--- src/rtl/deck_ram_arbiter.sv ---
// deck_ram_arbiter: shares the 64x4 deck RAM between init, shuffle, deal.
// Build option: DECK_ARB_ROUND_ROBIN_EN selects round-robin IDLE arbitration.
module deck_ram_arbiter #(
   parameter int DECK_SIZE = 52,
   parameter int MAX_HOLD  = 255,
   parameter int HOLD_W    = 8
) (
   input  logic        clock,
   input  logic        reset_n,
   input  logic [2:0]  req,
   output logic [2:0]  gnt,
   input  logic [2:0]  acc,
   input  logic [2:0]  we,
   input  logic [17:0] addr_in,
   input  logic [11:0] wdata_in,
   input  logic [3:0]  ram_q,
   output logic [5:0]  ram_addr,
   output logic [3:0]  ram_wdata,
   output logic        ram_wren,
   output logic        ram_clken,
   output logic [3:0]  rd_data,
   output logic [2:0]  rd_valid,
   output logic        addr_err,
   output logic        hold_tmo
);

   typedef enum logic [1:0] {IDLE, GRANT, GAP} state_t;

   localparam logic [HOLD_W-1:0] HOLD_LAST = HOLD_W'(MAX_HOLD - 1);

   state_t            state;
   logic [1:0]        owner;
   logic [HOLD_W-1:0] hold_cnt;
   logic [1:0]        win;
   logic              tmo_hit;
   logic [5:0]        sel_addr;
   logic [3:0]        sel_wdata;
   logic              sel_we;
   logic              acc_ok;
   logic              in_rng;
   logic              rd_pend;
   logic [1:0]        rd_tag;

`ifdef DECK_ARB_ROUND_ROBIN_EN
   logic [1:0] rr_ptr;
   logic [1:0] s0, s1, s2;

   function automatic logic [1:0] nxt(input logic [1:0] p);
      return (p == 2'd2) ? 2'd0 : p + 2'd1;
   endfunction

   // Round-robin pick: search starts after the last granted port.
   always_comb begin
      s0 = nxt(rr_ptr);
      s1 = nxt(s0);
      s2 = nxt(s1);
      if (req[s0])      win = s0;
      else if (req[s1]) win = s1;
      else              win = s2;
   end
`else
   // Fixed-priority pick: port 0 beats 1 beats 2.
   always_comb begin
      if (req[0])      win = 2'd0;
      else if (req[1]) win = 2'd1;
      else             win = 2'd2;
   end
`endif

   assign tmo_hit = (MAX_HOLD != 0) && (hold_cnt == HOLD_LAST);

   // Mux the owner's access fields and qualify the strobe.
   always_comb begin
      unique case (owner)
         2'd1: begin
            sel_addr  = addr_in[11:6];
            sel_wdata = wdata_in[7:4];
            sel_we    = we[1];
         end
         2'd2: begin
            sel_addr  = addr_in[17:12];
            sel_wdata = wdata_in[11:8];
            sel_we    = we[2];
         end
         default: begin
            sel_addr  = addr_in[5:0];
            sel_wdata = wdata_in[3:0];
            sel_we    = we[0];
         end
      endcase
      acc_ok = (state == GRANT) && gnt[owner]
               && req[owner] && acc[owner];
      in_rng = int'(sel_addr) < DECK_SIZE;
   end

   // Grant FSM: IDLE -> GRANT -> GAP -> IDLE, registered grant.
   always_ff @(posedge clock or negedge reset_n) begin
      if (!reset_n) begin
         state    <= IDLE;
         gnt      <= '0;
         owner    <= '0;
         hold_cnt <= '0;
         hold_tmo <= 1'b0;
`ifdef DECK_ARB_ROUND_ROBIN_EN
         rr_ptr   <= '0;
`endif
      end else begin
         unique case (state)
            IDLE: begin
               if (|req) begin
                  state    <= GRANT;
                  gnt      <= 3'b001 << win;
                  owner    <= win;
                  hold_cnt <= '0;
`ifdef DECK_ARB_ROUND_ROBIN_EN
                  rr_ptr   <= win;
`endif
               end
            end
            GRANT: begin
               hold_cnt <= hold_cnt + 1'b1;
               if (!req[owner] || tmo_hit) begin
                  state <= GAP;
                  gnt   <= '0;
                  if (req[owner]) hold_tmo <= 1'b1;
               end
            end
            GAP: state <= IDLE;
            default: begin
               state <= IDLE;
               gnt   <= '0;
            end
         endcase
      end
   end

   // RAM strobe registers and read-tag pipeline back to the owner.
   always_ff @(posedge clock or negedge reset_n) begin
      if (!reset_n) begin
         ram_addr  <= '0;
         ram_wdata <= '0;
         ram_wren  <= 1'b0;
         ram_clken <= 1'b0;
         addr_err  <= 1'b0;
         rd_pend   <= 1'b0;
         rd_tag    <= '0;
         rd_valid  <= '0;
      end else begin
         ram_clken <= acc_ok && in_rng;
         ram_wren  <= acc_ok && in_rng && sel_we;
         if (acc_ok && in_rng) begin
            ram_addr  <= sel_addr;
            ram_wdata <= sel_wdata;
         end
         if (acc_ok && !in_rng) addr_err <= 1'b1;
         rd_pend  <= acc_ok && in_rng && !sel_we;
         rd_tag   <= owner;
         rd_valid <= rd_pend ? (3'b001 << rd_tag) : 3'b000;
      end
   end

   // RAM output is only meaningful while a read result is presented.
   assign rd_data = (|rd_valid) ? ram_q : 4'h0;

endmodule

--- config.mk ---
export PLATFORM = sky130hd
export DESIGN_NAME = deck_ram_arbiter
export DESIGN_NICKNAME = d
export VERILOG_FILES = /design/src/rtl/deck_ram_arbiter.sv
export SDC_FILE = /design/constraint.sdc
export NUM_CORES = 1
export LEC_CHECK = 0
export ABC_CLOCK_PERIOD_IN_PS = 6100
export CORE_MARGIN = 8
export CORE_UTILIZATION = 30
export CTS_CLUSTER_DIAMETER = 200
export DETAILED_ROUTE_END_ITERATION = 8
export MAX_ROUTING_LAYER = met4
export PLACE_DENSITY = 0.69
export SLEW_MARGIN = 25
export SYNTH_ARGS = -nofsm -noshare
export SYNTH_HDL_FRONTEND = slang
export SYNTH_SLANG_ARGS = --single-unit
--- constraint.sdc ---
create_clock -name clock -period 6.1 [get_ports clock]
set_input_delay 1.22 -clock clock [delete_from_list [all_inputs] [get_ports clock]]
set_output_delay 1.22 -clock clock [all_outputs]
set_load 0.02 [all_outputs]
==> Yosys cells after proc, flatten, opt, wreduce, memory -nomap -nowiden <==
Index checks and enable logic that the tools add are counted.
{ "op_classes": {"n_addsub": 1, "order_cmp": 2, "n_eq_ne": 7, "n_shift": 2, "muxes": 21, "n_bitwise": 1, "n_reduce_logical": 20} }
{ "op_table": {"columns": ["operator", "n"], "rows": [
  ["$pmux 8 s2", 1],
  ["$pmux 6 s2", 1],
  ["$mux 3", 3],
  ["$pmux 3 s3", 1],
  ["$add 8x1->8 const B", 1],
  ["$eq 8x8->1 const B", 1],
  ["$mux 2", 4],
  ["$mux 8", 1],
  ["$pmux 4 s2", 1],
  ["$logic_and 1x1->1", 7],
  ["$bmux 1 s2", 3],
  ["$lt 6x6->1 const B", 1],
  ["$reduce_and 2->1", 3],
  ["$reduce_and 3->1", 2],
  ["$reduce_or 3->1", 2],
  ["$shl 1x2->3 const A", 2],
  ["$eq 2x1->1 const B", 2],
  ["$eq 2x2->1 const B", 2],
  ["$mux 4", 1],
  ["$pmux 2 s2", 1],
  ["$logic_not 1->1", 3],
  ["$lt 2x3->1 const B", 1],
  ["$mux 1", 3],
  ["$logic_not 2->1", 1],
  ["6 further kinds", 6]
]} }
{ "word_totals": {"reg_bits": 35, "inputBits": 45, "output_inout_bits": 24, "wordCells": 67} }

==> Longest topological paths before layout <==
Gate-level depths: netlist of run 1.
{ "depth": {"ltp_word": 7, "ltp_mapped": 8, "ltp_nobuf": 6} }

==> Worst setup path before layout of run 1 <==
OpenSTA, ideal clock, no wires.
{ "synth_path": {"path_type": "input-to-output", "start": "in ram_q[0]", "end": "out rd_data[0]", "arrival_time_ps": 1547, "t_required_ps": 4880, "slack_ps": 3333, "path_stages": 1, "path_buffers": 0, "path_cell_list": "nor2b_1"} }
{ "synth_via": {"elab_chain_cells": 1} }
{ "synth_rtl": {"columns": ["element", "line_no", "text"], "rows": [
  ["start: declaration", "16", "input logic [3:0] ram_q,"],
  ["$mux 4", "163", "assign rd_data = (|rd_valid) ? ram_q : 4'h0;"],
  ["end: declaration", "21", "output logic [3:0] rd_data,"]
]} }
No other way between the ends.

==> Final worst setup path of run 1 <==
{ "layout_path": {"start": "in ram_q[1]", "end": "out rd_data[1]"} }
The elaborated chain is that of the path after synthesis.

==> results of run 1 <==
[flip-flops by register name, indices dropped and copies added, names as in the netlist, 2 cells and up]
| register | flops |
|---|---|
| owner | 2 |
| ram_wdata | 4 |
| gnt | 3 |
| ram_addr | 6 |
| rd_tag | 2 |
| state | 2 |
| hold_cnt | 8 |
| rd_valid | 3 |
[final cells by class]
cell class              count  area, sq um  area share, %
multi-input cells         122        912.1          34.16
flip-flops and latches     35        875.8          32.80
repair buffers             69        688.2          25.77
well taps                  75        93.84          3.515
clock buffers               7        76.32          2.858
inverters                   5        18.77         0.7029
clock inverters             1        5.005         0.1874
[how the worst max path moves through the flow]
stage                     slack [ns]         end  cells past startpoint
after floorplan                 3.33  rd_data[0]                      1
after global placement          2.47  rd_data[0]                      3
after detailed placement        2.46  rd_data[1]                      3
after CTS                       2.47  rd_data[1]                      3
after global routing            2.39  rd_data[0]                      3
final                           2.47  rd_data[1]                      3
[layout by cell type (no fill, tap or decap), types with 4 or more instances in the layout]
| cell type | n |
|---|---|
| inv_1 | 4 |
| mux2_4 | 6 |
| dfrtp_1 | 35 |
| ha_1 | 4 |
| nor2_1 | 8 |
| clkdlybuf4s50_1 | 68 |
| nor2b_1 | 9 |
| o21ai_0 | 15 |
| a21oi_1 | 4 |
| a22oi_1 | 7 |
| clkbuf_8 | 5 |
| nand2_1 | 13 |
[power groups by stage]
stage	sequential, W	clock (W)	combinational, W
finish	0.000348	0.000160	0.000500
global route	0.000358	0.000180	0.000542
CTS	0.000348	0.000167	0.000505
detailed placement	0.000352	0	0.000504
global placement	0.000349	0	0.000495
floorplan	0.000377	0	0.000320
[logic make-up after synthesis]
kind of cell / after synthesis / share of synthesized area, %
AOI/OAI and AO/OA: 54 / 22.99
and+or+nand+nor: 55 / 16.79
buffers and inverters: 11 / 3.641
DFF: 35 / 47.20
adders and majority gates: 4 / 2.697
muxes: 9 / 6.676
[routing by layer]
layer | vias up | GRT usage, % | share of wire [%]
li1 | 762 | - | -
met1 | 730 | 11.98 | 44
met2 | 40 | 18.08 | 49
met3 | 4 | 3.254 | 5.8
met4 | 0 | 3.511 | 0.89
met5 | - | - | 0
[critical path, cell delays in order]
cell and delay, ns:
clkdlybuf4s50_1 0.45, nor2b_1 0.12, clkdlybuf4s50_1 0.61
[cell usage after synthesis (3+ instances only)]
| cell | number |
|---|---|
| nor3_1 | 3 |
| nor2_1 | 8 |
| nor2b_1 | 9 |
| buf_6 | 3 |
| a22oi_1 | 7 |
| dfrtp_1 | 35 |
| nand4_1 | 3 |
| o21ai_0 | 15 |
| inv_1 | 4 |
| a21oi_1 | 4 |
| nand2_1 | 13 |
| mux2_4 | 6 |
| nor3b_1 | 3 |
| a221oi_2 | 3 |
| ha_1 | 4 |
| and3b_1 | 3 |
[through the flow]
stage          setup WS, ns  cells  power (W)  cell area, sq um
5_1_grt               2.392    314   0.001080              2670
6_report              2.474    314   0.001008              2670
3_3_place_gp          2.469    306  0.0008433              2589
4_1_cts               2.466    314   0.001020              2670
2_1_floorplan         3.333    168  0.0006965              1856
3_5_place_dp          2.464    306  0.0008551              2589
==> metrics.sh, run 1 <==
RESULT_OF_THE_RUN='finished clean'
DRT-TOTAL-WL_UM=4712
POSTCTSRESIZEDCELLS=0
FLOORPLAN.DIE.HEIGHT_UM=94.65
ROWS=28
YOSYS.CELL_TYPES.COUNT=50
FIN_CRIT_SH_PCT=59.44
COUNT_OF_PORT_BUFFERS_ADDED_DURING_PLACEMENT=68
SYN_AREA_SQ_MM=0.001856
POST-ROUTE-MIN-PERIOD_NS=3.626
CLK_PIN_SLEW_NS=0.06
POWER_REPORT.INTERNAL_TOTAL_W=0.0005978
CLKLATENCYLATEPIN_NS=0.28
NUMBER_OF_ENDPOINTS_WITH_NEGATIVE_HOLD_SLACK_IN_THE_FINAL_REPORT=0
NUMBER_OF_ENABLE_TYPE_REGISTER_CELLS_IN_THE_SYNTHESIZED_NETLIST=0
YOSYS_WARNINGS=0
CRITICAL_PATH.MAX_FANOUT=1
GRT_MAX_DEGREE=36
CRITICAL_PATH.ENDPOINT_TYPE='output port'
IOS=69
DIEWIDTH_UM=94.65
RSZ0062_AT_GRT='no'
POWER.LEAKAGE_nW=1.117
SLEW-LIMIT-HEADROOM_PCT=50.99
HOLD_SLACK_NS=0.4442
NETS=287
WL_PER_CELL_UM=15.01
FILL_CELLS=570
WORST-R2R-CELL-COUNT=6
HOLD_PATH_END='rd_valid[0]'
CTS_INSERTED_BUFFERS=5
CLOCK_SKEW_NS=0.01013
CRITPATHLAUNCH='ram_q[1]'
CRITPATHKIND='in -> out'
ROUTE.VIAS.TOTAL=1536
POWER.CLOCK.FRACTION_PCT=15.9
CTS_NUM_SINKS=35
SYNTH_FLOP_CELL='dfrtp_1'
SYNTH.LARGEST_AREA_CELL='dfrtp_1'
ANTENNA_FOUND_INITIAL=0
SYNTH_TOP_AREA_SHARE_PCT=47.20
ANTENNA_CELLS_INSERTED=0
CLOCKBUFFERDEPTH=2
TIGHTESTPINTRANSITION_NS=0.7328
CTS_TREE='built'
FMAX_MHz=275.8
SYNTHARSTFLOPSHARE_PCT=100.0
ARRIVAL_NS=2.41
POST_SYNTH.CELL_AREA_AVG_SQ_UM=11.04
FLOW.AREA_GROWTH_FROM_SYNTHESIS_PCT=43.90
DESIGN.CORE.AREA_SQ_MM=0.005956
GLOBAL_ROUTE.OVERFLOW_TOTAL=0
SYNTH.YOSYS.SEQ_AREA_SHARE_PCT=47.20
VIA_PER_INST=4.892
GRT_PASS1_WL_UM=7293
TNS_NS=0
COMBINATIONALPOWERSHARE_PCT=49.6
SWITCHING_SHARE_PCT=40.68
SWITCHINGPOWER_W=0.0004099
ENDPOINT_OF_THE_MOST_CRITICAL_REGISTER_TO_REGISTER_PATH='ram_addr[2]'
POST_ROUTE_CELLS_DRIVE_ABOVE_1_SHARE_PCT=10.04
REMAINING_DRC_ERRORS=0
CAP_VIOLATIONS=0
CLOCK-ROOT-BUFFER='clkbuf_8'
START_UTIL_PCT=31.16
TIMING.FINAL.MAX_SLEW_VIOLATIONS=0
WORSTHOLDPATHCELLS=1
SYNTH_NETS=217
RR_STARTPOINT='owner[0]'
REQUIRED_TIME_AT_THE_ENDPOINT_OF_THE_CRITICAL_PATH_NS=4.88
SEQUENTIALPOWERSHARE_PCT=34.5
DETAIL-ROUTE-ANTENNA-NETS=0
TRACK_USAGE_PCT=10.79
TIMING.HOLD.WORST.START='rd_tag[0]'
SYNTHCELLS=168
FLOORPLAN.DIE_AREA_SQ_MM=0.008958
PLACE_HPWL_UM=3620
FF2FF_SETUP_SLACK_NS=3.15
VIA_COUNT_OF_THE_FIRST_GLOBAL_ROUTING_PASS=1548
DR.FIRST_ITER.DRC_COUNT=79
H-TREE-DEPTH=2
YS_SEQ_ELEMENTS=35
POWERDENSITY_mW_PER_MM2=377.4
REPORT.FINAL.SETUP_VIOL=0
POSTCTSSETUPREPAIRBUFS=0
FINAL_UTIL_PCT=44.83
WORSTHOLDPATHTYPE='reg -> reg'
IR_DROP_V=0.0002292
CTS-HOLD-FIX-BUFFERS=0
ROUTABILITYCONGESTION=0.8125
SYNTH_AREA_LEADERS='dfrtp_1 47%, mux2_4 4.9%, o21ai_0 4.0%, nor2b_1 3.0%, a22oi_1 2.8%'
FIRST_PASS_ITERS=4
CRITPATHLAUNCHTYPE='input pin'
Note: power is estimated with default switching activity, not from simulation.
==> inputs of run 2 (changes only) <==
--- a/config.mk
+++ b/config.mk
@@ -5,7 +5,7 @@
 export SDC_FILE = /design/constraint.sdc
 export NUM_CORES = 1
 export LEC_CHECK = 0
-export ABC_CLOCK_PERIOD_IN_PS = 6100
+export ABC_CLOCK_PERIOD_IN_PS = 3600
 export CORE_MARGIN = 8
 export CORE_UTILIZATION = 30
 export CTS_CLUSTER_DIAMETER = 200
==> constraint.sdc (replaced) <==
create_clock -name clock -period 3.6 [get_ports clock]
set_input_delay 0.72 -clock clock [delete_from_list [all_inputs] [get_ports clock]]
set_output_delay 0.72 -clock clock [all_outputs]
set_load 0.02 [all_outputs]
==> run 2 against run 1 <==
Combinational power increased by 70%. Non-clock buffer count is the same. Final area up 0.28%. Critical path depth up 3. Sequential power is 68% higher. Clock skew decreased by 0.0054 ns. Largest power group unchanged. Highest routed layer unchanged.
==> metrics.sh, run 2 (synthesized netlist as in run 1, its figures left out) <==
LARGEST-REGISTER='hold_cnt'
SLEW-LIMIT-HEADROOM_PCT=55.41
IOS=69
DIEWIDTH_UM=94.65
IR_DROP_V=0.0004210
NETS=287
POWERDENSITY_mW_PER_MM2=640.6
GRT_USE_MET3_PCT=2.937
WORSTHOLDPATHTYPE='reg -> reg'
VIA_COUNT_OF_THE_FIRST_GLOBAL_ROUTING_PASS=1526
PLACE_HPWL_UM=3576
H-TREE-DEPTH=2
SLOWEST_DELAY_NS=0.72
WORST_PATH_CELL_TRACE='inv_1 -> ha_1 -> nor2b_1 -> a2111oi_4 -> a211oi_4 -> mux2_1'
SEQ_AREA_SQ_UM=875.8
POWER_REPORT.INTERNAL_TOTAL_W=0.001012
ROWS=28
CRITICAL_PATH.MAX_FANOUT=21
GLOBAL_ROUTE.OVERFLOW_TOTAL=0
DRT-TOTAL-WL_UM=4553
ARRIVAL_NS=3.07
REPORT.FINAL.SETUP_VIOL=0
FIRST_PASS_ITERS=4
ANTENNA_CELLS_INSERTED=0
COMBINATIONALPOWERSHARE_PCT=49.5
FIN_CRIT_SH_PCT=80.27
SEQUENTIALPOWERSHARE_PCT=34.2
POWER.CLOCK.FRACTION_PCT=16.3
VIA_PER_INST=4.895
CRITICAL_PATH.ENDPOINT_TYPE='flop'
COUNT_OF_PORT_BUFFERS_ADDED_DURING_PLACEMENT=68
SWITCHINGPOWER_W=0.0007033
CLOCKBUFFERDEPTH=2
LAYOUT_COMMON_CELLS='68 x clkdlybuf4s50_1, 35 x dfrtp_1, 15 x o21ai_0'
GRT_MAX_DEGREE=36
POST_LAYOUT_NONFILLER_INSTANCES=314
TNS_NS=0
POST-ROUTE-MIN-PERIOD_NS=2.890
DETAIL-ROUTE-ANTENNA-NETS=0
HOLD_SLACK_NS=0.4378
ROUTABILITYCONGESTION=0.7943
RESULT_OF_THE_RUN='finished clean'
FMAX_MHz=346.0
CRITPATHKIND='reg -> reg'
TIMING.FINAL.MAX_SLEW_VIOLATIONS=0
SWITCHING_SHARE_PCT=41.00
CRITPATHLAUNCHTYPE='flop'
TIGHTESTPINTRANSITION_NS=0.6667
FINAL_COMMON_CELL='clkdlybuf4s50_1'
CTS-HOLD-FIX-BUFFERS=0
GRT_USE_MET2_PCT=16.98
ROUTE.VIAS.TOTAL=1537
CTS_NUM_SINKS=35
POST_ROUTE_CELLS_DRIVE_ABOVE_1_SHARE_PCT=10.88
DESIGN.CORE.AREA_SQ_MM=0.005956
FILL_CELLS=562
TOP_USAGE_LAYER='met2'
CLOCK-ROOT-BUFFER='clkbuf_8'
CAP_VIOLATIONS=0
CP_SLOWEST_CELL='ha_1'
RSZ0062_AT_GRT='no'
POSTCTSRESIZEDCELLS=0
POWER.LEAKAGE_nW=1.115
CLOCK_SKEW_NS=0.004773
FLOORPLAN.DIE_AREA_SQ_MM=0.008958
WL_PER_CELL_UM=14.50
START_UTIL_PCT=31.16
DP_CELLS=306
NUMBER_OF_ENDPOINTS_WITH_NEGATIVE_HOLD_SLACK_IN_THE_FINAL_REPORT=0
GRT_PASS1_WL_UM=7258
MULTI_INPUT_AREA_SQ_UM=912.1
FLOORPLAN.DIE.HEIGHT_UM=94.65
LARGEST_REGISTER_FF_COUNT=8
CLKLATENCYLATEPIN_NS=0.29
REMAINING_DRC_ERRORS=0
FLOW.AREA_GROWTH_FROM_SYNTHESIS_PCT=44.30
CLK_PIN_SLEW_NS=0.07
CTS_INSERTED_BUFFERS=5
DR.FIRST_ITER.DRC_COUNT=83
GR-USAGE-MET1_PCT=12.29
POST_LAYOUT_POWER_W=0.001715
POSTCTSSETUPREPAIRBUFS=0
CTS_TREE='built'
TRACK_USAGE_PCT=10.59
REQUIRED_TIME_AT_THE_ENDPOINT_OF_THE_CRITICAL_PATH_NS=3.78
REG_TOP3='hold_cnt: 8 flops, ram_addr: 6 flops, ram_wdata: 4 flops'
ANTENNA_FOUND_INITIAL=0
run 2: final timing paths:
| path | startpoint | endpoint | slack [ns] | depth (start not counted) |
|---|---|---|---|---|
| max | owner[0] | ram_addr[2] | 0.71 | 6 |
| min | rd_tag[1] | rd_valid[0] | 0.44 | 1 |
| max reg2reg | owner[0] | ram_addr[2] | 0.71 | 6 |
| min reg2reg | rd_tag[1] | rd_valid[0] | 0.44 | 1 |
| max in group asynchronous | reset_n | hold_cnt[6] | 2.45 | 2 |
| min in group asynchronous | reset_n | ram_addr[2] | 0.84 | 2 |
run 2: metal layers:
| metal | wire length [um] | part of all wire [%] |
|---|---|---|
| met5 | 0 | 0 |
| met4 | 97 | 2.1 |
| met3 | 266 | 5.8 |
| met2 | 2162 | 47 |
| met1 | 2028 | 45 |
run 2: worst max-delay path: cells and delay by family, from the launching register on:
family | cells | cell delay (ns)
multiplexers | 1 | 0.38
flip-flops | 1 | 0.47
AO/OA/AOI/OAI | 2 | 0.74
buffers and inverters | 1 | 0.10
AND/OR/NAND/NOR | 1 | 0.35
adder cells (fa/ha/maj) | 1 | 0.72
run 2: through the flow:
| step | setup WS [ns] | util (%) | cell area [sq um] |
|---|---|---|---|
| global route | 0.4707 | 44.96 | 2678 |
| finish | 0.7102 | 44.96 | 2678 |
| detailed placement | 0.7159 | 43.47 | 2589 |
| floorplan | 1.402 | - | 1856 |
| global placement | 0.7904 | 43.47 | 2589 |
| CTS | 0.6967 | 44.96 | 2678 |
run 2: power by group through the flow:
stage	Sequential (W)	Clock, W	Combinational (W)
after floorplan	0.000639	0	0.000541
after global placement	0.000595	0	0.000846
after detailed placement	0.000593	0	0.000857
after CTS	0.000587	0.000286	0.000860
after global routing	0.000604	0.000307	0.000937
final	0.000586	0.000279	0.000850
run 2: cell type report:
type,count,area share (%)
sequential,35,32.71
tap,75,3.505
inverter,5,0.7009
timing repair buffer,69,25.70
clock buffer,5,2.570
multi-input combinational,122,34.07
clock inverter,3,0.7477
